`config.mk`:
```
export PLATFORM = sky130hd
export DESIGN_NAME = display_feedback_seq_flat
export DESIGN_NICKNAME = d
export VERILOG_FILES = /design/src/rtl/display_feedback_seq_pkg.sv /design/src/rtl/display_feedback_seq_if.sv /design/src/rtl/display_feedback_seq_seg7_dec.sv /design/src/rtl/display_feedback_seq.sv /design/src/flat_wrapper.sv
export SDC_FILE = /design/constraint.sdc
export NUM_CORES = 1
export LEC_CHECK = 0
export ABC_AREA = 1
export CAP_MARGIN = 20
export CORE_MARGIN = 3
export CORE_UTILIZATION = 53
export DETAILED_ROUTE_END_ITERATION = 16
export PLACE_DENSITY = 0.78
export SYNTH_ARGS = -nofsm -noshare
export SYNTH_HDL_FRONTEND = slang
export SYNTH_SLANG_ARGS = --single-unit
```
`constraint.sdc`:
```
create_clock -name clk -period 3.9 [get_ports clk]
set_clock_uncertainty 0.1 [all_clocks]
set_input_delay 0.78 -clock clk [delete_from_list [all_inputs] [get_ports clk]]
set_output_delay 0.78 -clock clk [all_outputs]
set_load 0.005 [all_outputs]
```
`src/rtl/display_feedback_seq_pkg.sv`:
```
// display_pkg: shared constants for the 7-segment feedback driver.
//   - Glyph localparams, bit order {g,f,e,d,c,b,a}, active low.
//   - HEX_GLYPH: 0-F table, indexed by nibble value.
//   - dstate_t: display FSM state encoding.
//   - ST_*: game-state encodings produced by the game controller.
package display_pkg;

  localparam logic [6:0] GLY_BLANK = 7'b1111111;
  localparam logic [6:0] GLY_DASH  = 7'b0111111;
  localparam logic [6:0] GLY_L     = 7'b1000111;
  localparam logic [6:0] GLY_O     = 7'b1000000;
  localparam logic [6:0] GLY_S     = 7'b0010010;
  localparam logic [6:0] GLY_E     = 7'b0000110;
  localparam logic [6:0] GLY_H     = 7'b0001001;
  localparam logic [6:0] GLY_I     = 7'b1111001;

  // Entry [15] is first in the concatenation, so the list runs F down to 0.
  localparam logic [15:0][6:0] HEX_GLYPH = {
    7'b0001110,  // F
    7'b0000110,  // E
    7'b0100001,  // d
    7'b1000110,  // C
    7'b0000011,  // b
    7'b0001000,  // A
    7'b0010000,  // 9
    7'b0000000,  // 8
    7'b1111000,  // 7
    7'b0000010,  // 6
    7'b0010010,  // 5
    7'b0011001,  // 4
    7'b0110000,  // 3
    7'b0100100,  // 2
    7'b1111001,  // 1
    7'b1000000   // 0
  };

  typedef enum logic [2:0] {
    D_BLANK = 3'd0,
    D_GUESS = 3'd1,
    D_MSG   = 3'd2,
    D_REM   = 3'd3,
    D_WIN   = 3'd4,
    D_LOSE  = 3'd5
  } dstate_t;

  localparam logic [2:0] ST_IDLE     = 3'b000;
  localparam logic [2:0] ST_GUESS    = 3'b001;
  localparam logic [2:0] ST_FEEDBACK = 3'b010;
  localparam logic [2:0] ST_WIN      = 3'b011;

endpackage

```
`src/rtl/display_feedback_seq_if.sv`:
```
// display_feedback_seq_if: game controller <-> display driver bundle.
//   state[2:0]              game state (000 idle, 001 guess, 010 feedback, 011 win, 1xx lose)
//   guess[GUESS_W-1:0]      current guess, unsigned
//   fb_code[1:0]            00 too low, 01 too high, 1x none
//   remaining_guesses[3:0]  guesses left
//   seg_out[7*NUM_DIGITS-1:0] active-low segments, digit k at [7k+6:7k]
//   msg_busy                HI/LO hold timer running
// master = game controller side, slave = display driver side.
// NUM_DIGITS / GUESS_W must match the parameters of the attached driver.
interface display_feedback_seq_if #(
  parameter int NUM_DIGITS = 4,
  parameter int GUESS_W    = 7
) ();
  logic [2:0]              state;
  logic [GUESS_W-1:0]      guess;
  logic [1:0]              fb_code;
  logic [3:0]              remaining_guesses;
  logic [7*NUM_DIGITS-1:0] seg_out;
  logic                    msg_busy;

  modport master (
    output state, guess, fb_code, remaining_guesses,
    input  seg_out, msg_busy
  );

  modport slave (
    input  state, guess, fb_code, remaining_guesses,
    output seg_out, msg_busy
  );
endinterface

```
`src/rtl/display_feedback_seq_seg7_dec.sv`:
```
// seg7_dec: combinational 4-bit value to active-low 7-segment hex glyph.
//   val[3:0]  nibble to render
//   seg[6:0]  {g,f,e,d,c,b,a}, active low
module seg7_dec
  import display_pkg::*;
(
  input  logic [3:0] val,
  output logic [6:0] seg
);
  assign seg = HEX_GLYPH[val];
endmodule

```
`src/rtl/display_feedback_seq.sv`:
```
// display_feedback_seq: registered 7-segment feedback driver for the
// number-guessing game. Renders the guess in decimal, holds HI/LO for
// HOLD_CYCLES, blinks the win display, shows LOSE.
//   clk    rising-edge clock
//   rst_n  synchronous active-low reset
//   bus    display_feedback_seq_if.slave (state/guess/fb_code/remaining_guesses
//          in; seg_out/msg_busy out, both registered)
module display_feedback_seq
  import display_pkg::*;
#(
  parameter int NUM_DIGITS   = 4,
  parameter int GUESS_W      = 7,
  parameter int HOLD_CYCLES  = 50_000_000,
  parameter int BLINK_PERIOD = 25_000_000
) (
  input  logic                  clk,
  input  logic                  rst_n,
  display_feedback_seq_if.slave bus
);

  localparam int HW = $clog2(HOLD_CYCLES) + 1;
  localparam int BW = $clog2(BLINK_PERIOD) + 1;
  localparam logic [HW-1:0] HOLD_LAST  = HW'(HOLD_CYCLES - 1);
  localparam logic [BW-1:0] BLINK_LAST = BW'(BLINK_PERIOD - 1);

  dstate_t                      dstate, d_nxt;
  logic [2:0]                   prev_state;
  logic [HW-1:0]                hold_cnt, hold_nxt;
  logic [BW-1:0]                blink_cnt, blink_nxt;
  logic                         blink_on, phase_nxt;
  logic [NUM_DIGITS-1:0][6:0]   seg_q, seg_nxt;
  logic                         busy_q;

  // Double-dabble, 3 BCD digits; GUESS_W <= 9 keeps the value below 512.
  function automatic logic [11:0] bin2bcd(input logic [8:0] bin);
    logic [11:0] bcd;
    bcd = '0;
    for (int i = 8; i >= 0; i--) begin
      for (int n = 0; n < 3; n++)
        if (bcd[n*4 +: 4] >= 4'd5) bcd[n*4 +: 4] = bcd[n*4 +: 4] + 4'd3;
      bcd = {bcd[10:0], bin[i]};
    end
    return bcd;
  endfunction

  logic [11:0]      bcd;
  logic [3:0][3:0]  dec_val;
  logic [3:0][6:0]  dec_seg;

  assign bcd     = bin2bcd(9'(bus.guess));
  assign dec_val = {bus.remaining_guesses, bcd};

  // Decoders 0..2 render the BCD digits, decoder 3 renders remaining_guesses.
  for (genvar g = 0; g < 4; g++) begin : g_dec
    seg7_dec u_dec (.val(dec_val[g]), .seg(dec_seg[g]));
  end

  // Next display state and counters. A change of game state always wins
  // over the hold/blink timers and restarts them.
  always_comb begin
    d_nxt     = dstate;
    hold_nxt  = hold_cnt;
    blink_nxt = blink_cnt;
    phase_nxt = blink_on;
    if (bus.state != prev_state) begin
      hold_nxt  = '0;
      blink_nxt = '0;
      phase_nxt = 1'b1;
      case (bus.state)
        ST_IDLE:     d_nxt = D_BLANK;
        ST_GUESS:    d_nxt = D_GUESS;
        ST_FEEDBACK: d_nxt = D_MSG;
        ST_WIN:      d_nxt = D_WIN;
        default:     d_nxt = D_LOSE;
      endcase
    end else begin
      case (dstate)
        D_MSG:
          if (hold_cnt == HOLD_LAST) d_nxt = D_REM;
          else                       hold_nxt = hold_cnt + 1'b1;
        D_WIN:
          if (blink_cnt == BLINK_LAST) begin
            blink_nxt = '0;
            phase_nxt = ~blink_on;
          end else begin
            blink_nxt = blink_cnt + 1'b1;
          end
        default: ;
      endcase
    end
  end

  // Glyphs are rendered from the next state so seg_out and msg_busy
  // switch on the same edge as the FSM.
  always_comb begin
    seg_nxt = {NUM_DIGITS{GLY_BLANK}};
    case (d_nxt)
      D_GUESS, D_WIN: begin
        seg_nxt[0] = dec_seg[0];
        if (bcd[11:4] != 8'd0) seg_nxt[1] = dec_seg[1];
        if (bcd[11:8] != 4'd0) seg_nxt[2] = dec_seg[2];
        if (d_nxt == D_GUESS)  seg_nxt[NUM_DIGITS-1] = dec_seg[3];
        else if (!phase_nxt)   seg_nxt = {NUM_DIGITS{GLY_BLANK}};
      end
      D_MSG:
        case (bus.fb_code)
          2'b00:   seg_nxt[1:0] = {GLY_L, GLY_O};
          2'b01:   seg_nxt[1:0] = {GLY_H, GLY_I};
          default: seg_nxt[1:0] = {GLY_DASH, GLY_DASH};
        endcase
      D_REM:   seg_nxt[NUM_DIGITS-1] = dec_seg[3];
      D_LOSE:  seg_nxt[3:0] = {GLY_L, GLY_O, GLY_S, GLY_E};
      default: ;
    endcase
  end

  always_ff @(posedge clk) begin
    if (!rst_n) begin
      dstate     <= D_BLANK;
      prev_state <= ST_IDLE;
      hold_cnt   <= '0;
      blink_cnt  <= '0;
      blink_on   <= 1'b1;
      seg_q      <= {NUM_DIGITS{GLY_BLANK}};
      busy_q     <= 1'b0;
    end else begin
      dstate     <= d_nxt;
      prev_state <= bus.state;
      hold_cnt   <= hold_nxt;
      blink_cnt  <= blink_nxt;
      blink_on   <= phase_nxt;
      seg_q      <= seg_nxt;
      busy_q     <= (d_nxt == D_MSG);
    end
  end

  assign bus.seg_out  = seg_q;
  assign bus.msg_busy = busy_q;

endmodule

```
`src/flat_wrapper.sv`:
```
// flat-port wrapper written by rule: the top's interface ports become plain ports
module display_feedback_seq_flat import display_pkg::*;
#(
  parameter int NUM_DIGITS   = 4,
  parameter int GUESS_W      = 7,
  parameter int HOLD_CYCLES  = 50_000_000,
  parameter int BLINK_PERIOD = 25_000_000
)
  (clk, rst_n, bus_state, bus_guess, bus_fb_code, bus_remaining_guesses, bus_seg_out, bus_msg_busy);
  display_feedback_seq_if #(.NUM_DIGITS(NUM_DIGITS), .GUESS_W(GUESS_W)) bus_i ();
  input  logic clk;
  input  logic rst_n;
  input wire logic [$bits(bus_i.state)-1:0] bus_state;
  input wire logic [$bits(bus_i.guess)-1:0] bus_guess;
  input wire logic [$bits(bus_i.fb_code)-1:0] bus_fb_code;
  input wire logic [$bits(bus_i.remaining_guesses)-1:0] bus_remaining_guesses;
  output wire logic [$bits(bus_i.seg_out)-1:0] bus_seg_out;
  output wire logic [$bits(bus_i.msg_busy)-1:0] bus_msg_busy;
  assign bus_i.state = bus_state;
  assign bus_i.guess = bus_guess;
  assign bus_i.fb_code = bus_fb_code;
  assign bus_i.remaining_guesses = bus_remaining_guesses;
  assign bus_seg_out = bus_i.seg_out;
  assign bus_msg_busy = bus_i.msg_busy;
  display_feedback_seq #(.NUM_DIGITS(NUM_DIGITS), .GUESS_W(GUESS_W), .HOLD_CYCLES(HOLD_CYCLES), .BLINK_PERIOD(BLINK_PERIOD)) u_core (.clk(clk), .rst_n(rst_n), .bus(bus_i));
endmodule
```
==> results by group <==
Clock tree
  – Root Buffer: clkbuf_8
  – Worst-Skew Late Latency: 0.36 ns
  – TritonCTS Buffers: 9
  – CTS sink cnt: 84
  – H-tree levels: 3
  – Clk buf depth: 2
  – Worst-path clk slew: 0.09 ns
  – CTS tree: built

STA
  – Relative slew slack: 60.45%
  – Slew Viols, Final: 0
  – Endpoints failing hold: 0
  – Tcrit/Tclk final: 94.03%
  – Worst slew pin tran: 0.5933 ns
  – FMAX: 272.7 MHz
  – Final Critical Period: 3.667 ns
  – # setup viols final: 0

Power
  – LEAKAGE: 2.680 nW
  – Post-route total power: 0.002449 W
  – Worst-case vdd ir drop: 286.1 µV
  – Pwr/cell area: 377.6 mW/mm²

Global routing
  – Initial antenna violation count: 0
  – Vias in the first global route: 5134
  – First-pass GRT wire length: 21570 µm
  – GR Util All Layers: 22.93%
  – Global route total overflow: 0
  – Largest net degree at the start of global routing: 16

Yosys
  – Mapped Cells: 781
  – EDFF count, synth: 0
  – Synth Register Bits: 84
  – Syn Nets: 824
  – Synthesized area: 0.005211 mm²
  – Ranking of synthesized cells by area: dfxtp_1 32%, nand2_1 14%, inv_1 7.9%
  – Average cell area after synthesis: 6.673 µm²
  – Asr flop ratio synth: 0%
  – Sequential share of the synthesized area: 32.27%
  – Synth top area share: 32.27%
  – Ys flop type: dfxtp_1
  – Warnings from Yosys: 0
  – Post-synth cell types: 47
  – Leading area contributor after synthesis: dfxtp_1

Floorplanning
  – Row Count: 35
  – Die span in x: 105.2 µm
  – Core ar.: 0.009415 mm²
  – Die Span Y: 105.2 µm
  – Die Footprint: 0.01106 mm²
  – Starting density of the core: 55.35%
  – Ports: 47

Critical path
  – Setup crit end: u_core.bus.seg_out[3]$_SDFF_PN1_
  – Worst-path fanout max: 4
  – Setup Crit Path Kind: in -> reg
  – Reg-to-reg endpoint: u_core.hold_cnt[15]$_SDFFE_PP0P_
  – Worst path slowest cell: ha_1
  – Max stage delay on crit path: 0.22 ns
  – CP arrival: 3.82 ns
  – Most used cell, CP: nand2_2
  – CP Launch Type: input port
  – R2R depth: 13
  – Worst r2r src: u_core.hold_cnt[12]$_SDFFE_PP0P_
  – Crit path launch: bus_guess[5]
  – CP Capture Type: flop
  – Required @ worst endpoint: 4.05 ns
  – R2R setup slack: 0.99 ns

Final layout
  – Layout cells sized above 1: 15.71%
  – Diode count: 0
  – Final cell count without fillers: 1001
  – Area Overhead vs Synth: 24.47%
  – Final nets: 910
  – Fillers: 793

Routing
  – First DRT Iteration DRCs: 335
  – Vias: 5249
  – Post-Route WL: 12380 µm
  – WL/cell: 12.37 µm
  – Via-to-Cell Ratio: 5.244
  – Pre-antenna DRT Iters: 6
  – Post-DRT Antenna Nets: 0
  – # DRC: 0

Placement
  – Count of input and output buffers: 45
  – Gp weighted congestion: 0.9668
  – Placed Instances: 982
  – HPWL Detailed: 9477 µm

Run
  – Max-cap violations: 0

Worst hold path
  – Worst Hold Class: reg -> reg

Status
  – Outcome: complete, no violations
## through the flow
stage               TNS [ns]  utilization [%]  setup slack [ns]  cell area [µm²]  hold WS, ns
global route        -0.03423            68.89          -0.01203             6486       0.4104
global placement      -6.486            64.96           -0.4926             6116       0.3507
CTS                        0            67.24           0.04220             6331       0.3830
finish                     0            68.89            0.2330             6486       0.3855
floorplan                  0                -          0.007211             5279       0.3384
detailed placement    -8.932            64.96           -0.6895             6116       0.3679
## logic make-up after synthesis
| family | after synthesis | synth area share [%] |
|---|---|---|
| XOR/XNOR | 19 | 3.337 |
| AO/OA/AOI/OAI | 109 | 12.25 |
| other | 1 | 0.07196 |
| flip-flops | 84 | 32.27 |
| buffers and inverters | 130 | 10.08 |
| AND/OR/NAND/NOR | 413 | 35.99 |
| adder cells (fa/ha/maj) | 25 | 6.002 |
## final cells by class
class                      instances  area, µm²  share of cell area (%)
clock buffer                      10      127.6                   1.968
multi-input combinational        567       3223                   49.69
timing repair buffer              91      785.8                   12.11
sequential                        84       1682                   25.93
tap                              129      161.4                   2.488
clock inverter                     6      71.32                   1.100
inverter                         114      435.4                   6.713
## worst min path at each step
| stage | start | cells past startpoint | slack [ns] | to |
|---|---|---|---|---|
| floorplan | u_core.blink_cnt[21]$_SDFFE_PP0N_ | 2 | 0.34 | u_core.blink_cnt[21]$_SDFFE_PP0N_ |
| global placement | u_core.blink_cnt[21]$_SDFFE_PP0N_ | 2 | 0.35 | u_core.blink_cnt[21]$_SDFFE_PP0N_ |
| detailed placement | u_core.hold_cnt[13]$_SDFFE_PP0P_ | 1 | 0.37 | u_core.hold_cnt[13]$_SDFFE_PP0P_ |
| CTS | u_core.blink_cnt[21]$_SDFFE_PP0N_ | 2 | 0.38 | u_core.blink_cnt[21]$_SDFFE_PP0N_ |
| global route | u_core.blink_cnt[21]$_SDFFE_PP0N_ | 2 | 0.41 | u_core.blink_cnt[21]$_SDFFE_PP0N_ |
| finish | u_core.blink_cnt[21]$_SDFFE_PP0N_ | 2 | 0.39 | u_core.blink_cnt[21]$_SDFFE_PP0N_ |
## flip-flops by register name, indices dropped and copies added, names as in the netlist
| register | flops |
|---|---|
| u_core.blink_cnt | 26 |
| u_core.blink_on | 1 |
| u_core.dstate | 3 |
| u_core.prev_state | 3 |
| u_core.hold_cnt | 27 |
| u_core.bus.msg_busy | 1 |
| u_core.bus.seg_out | 23 |
## routing by layer
| metal | vias up | global-route usage (%) | share of wire, % |
|---|---|---|---|
| li1 | 2693 | - | - |
| met1 | 2393 | 28.02 | 44 |
| met2 | 146 | 41.29 | 50 |
| met3 | 17 | 3.891 | 4.5 |
| met4 | 0 | 6.373 | 1.3 |
| met5 | - | 0 | 0 |
## worst max-delay path, delay by kind of cell
| kind | cells | cell delay, ns |
|---|---|---|
| buffers and inverters | 4 | 0.26 |
| XOR/XNOR | 1 | 0.18 |
| adder cells (fa/ha/maj) | 4 | 0.64 |
| AND/OR/NAND/NOR | 21 | 1.95 |
## cell usage after synthesis, types with 2 or more instances
master	n
a31oi_1	3
inv_1	110
a21oi_1	44
nor3_2	2
nor2_1	81
inv_2	2
xnor2_1	6
o211ai_1	3
nor3b_1	2
ha_1	25
o21ai_1	3
nand4_1	17
a211oi_1	2
dfxtp_1	84
o21a_1	4
nor4_1	9
buf_4	6
clkinv_1	2
o2111ai_1	2
nand3_2	5
xor2_1	12
a21oi_2	2
o21ai_0	38
nand2_2	14
nor3_1	21
clkbuf_1	8
nand2_1	190
buf_6	2
nand2_4	5
nand3_1	60
## report_power, final
group	leakage (nW)	internal, W	switching (W)
Combinational	1.90	0.000402	0.000489
Clock	0.0935	0.000302	0.000335
Sequential	0.684	0.000901	0.0000212
## cell usage in the layout, fill, tap and decap left out, types with 2 or more instances in the layout
| cell | instances |
|---|---|
| a211oi_1 | 2 |
| a21oi_1 | 44 |
| a21oi_2 | 2 |
| a31oi_1 | 3 |
| buf_4 | 47 |
| clkbuf_2 | 2 |
| clkbuf_8 | 9 |
| clkdlybuf4s50_1 | 41 |
| clkinv_1 | 2 |
| clkinvlp_4 | 2 |
| dfxtp_1 | 84 |
| ha_1 | 16 |
| ha_4 | 8 |
| inv_1 | 104 |
| inv_2 | 6 |
| inv_6 | 3 |
| nand2_1 | 181 |
| nand2_2 | 22 |
| nand2_4 | 5 |
| nand3_1 | 54 |
| nand3_2 | 10 |
| nand4_1 | 17 |
| nor2_1 | 80 |
| nor2_4 | 2 |
| nor3_1 | 21 |
| nor3_2 | 2 |
| nor3b_1 | 2 |
| nor4_1 | 9 |
| o2111ai_1 | 2 |
| o211ai_1 | 3 |
| o21a_1 | 4 |
| o21ai_0 | 38 |
| o21ai_1 | 3 |
| xnor2_1 | 6 |
| xor2_1 | 10 |
| xor2_2 | 2 |
## timing repair
action                                  CTS  global route
endpoints found under the setup margin   14            14
buffers inserted                          0             3
resized for setup                         7            39
endpoints found under the hold margin     0             0
hold buffers                              0             0
pin swaps                                 1            15
(Power assumes the default switching activity.)
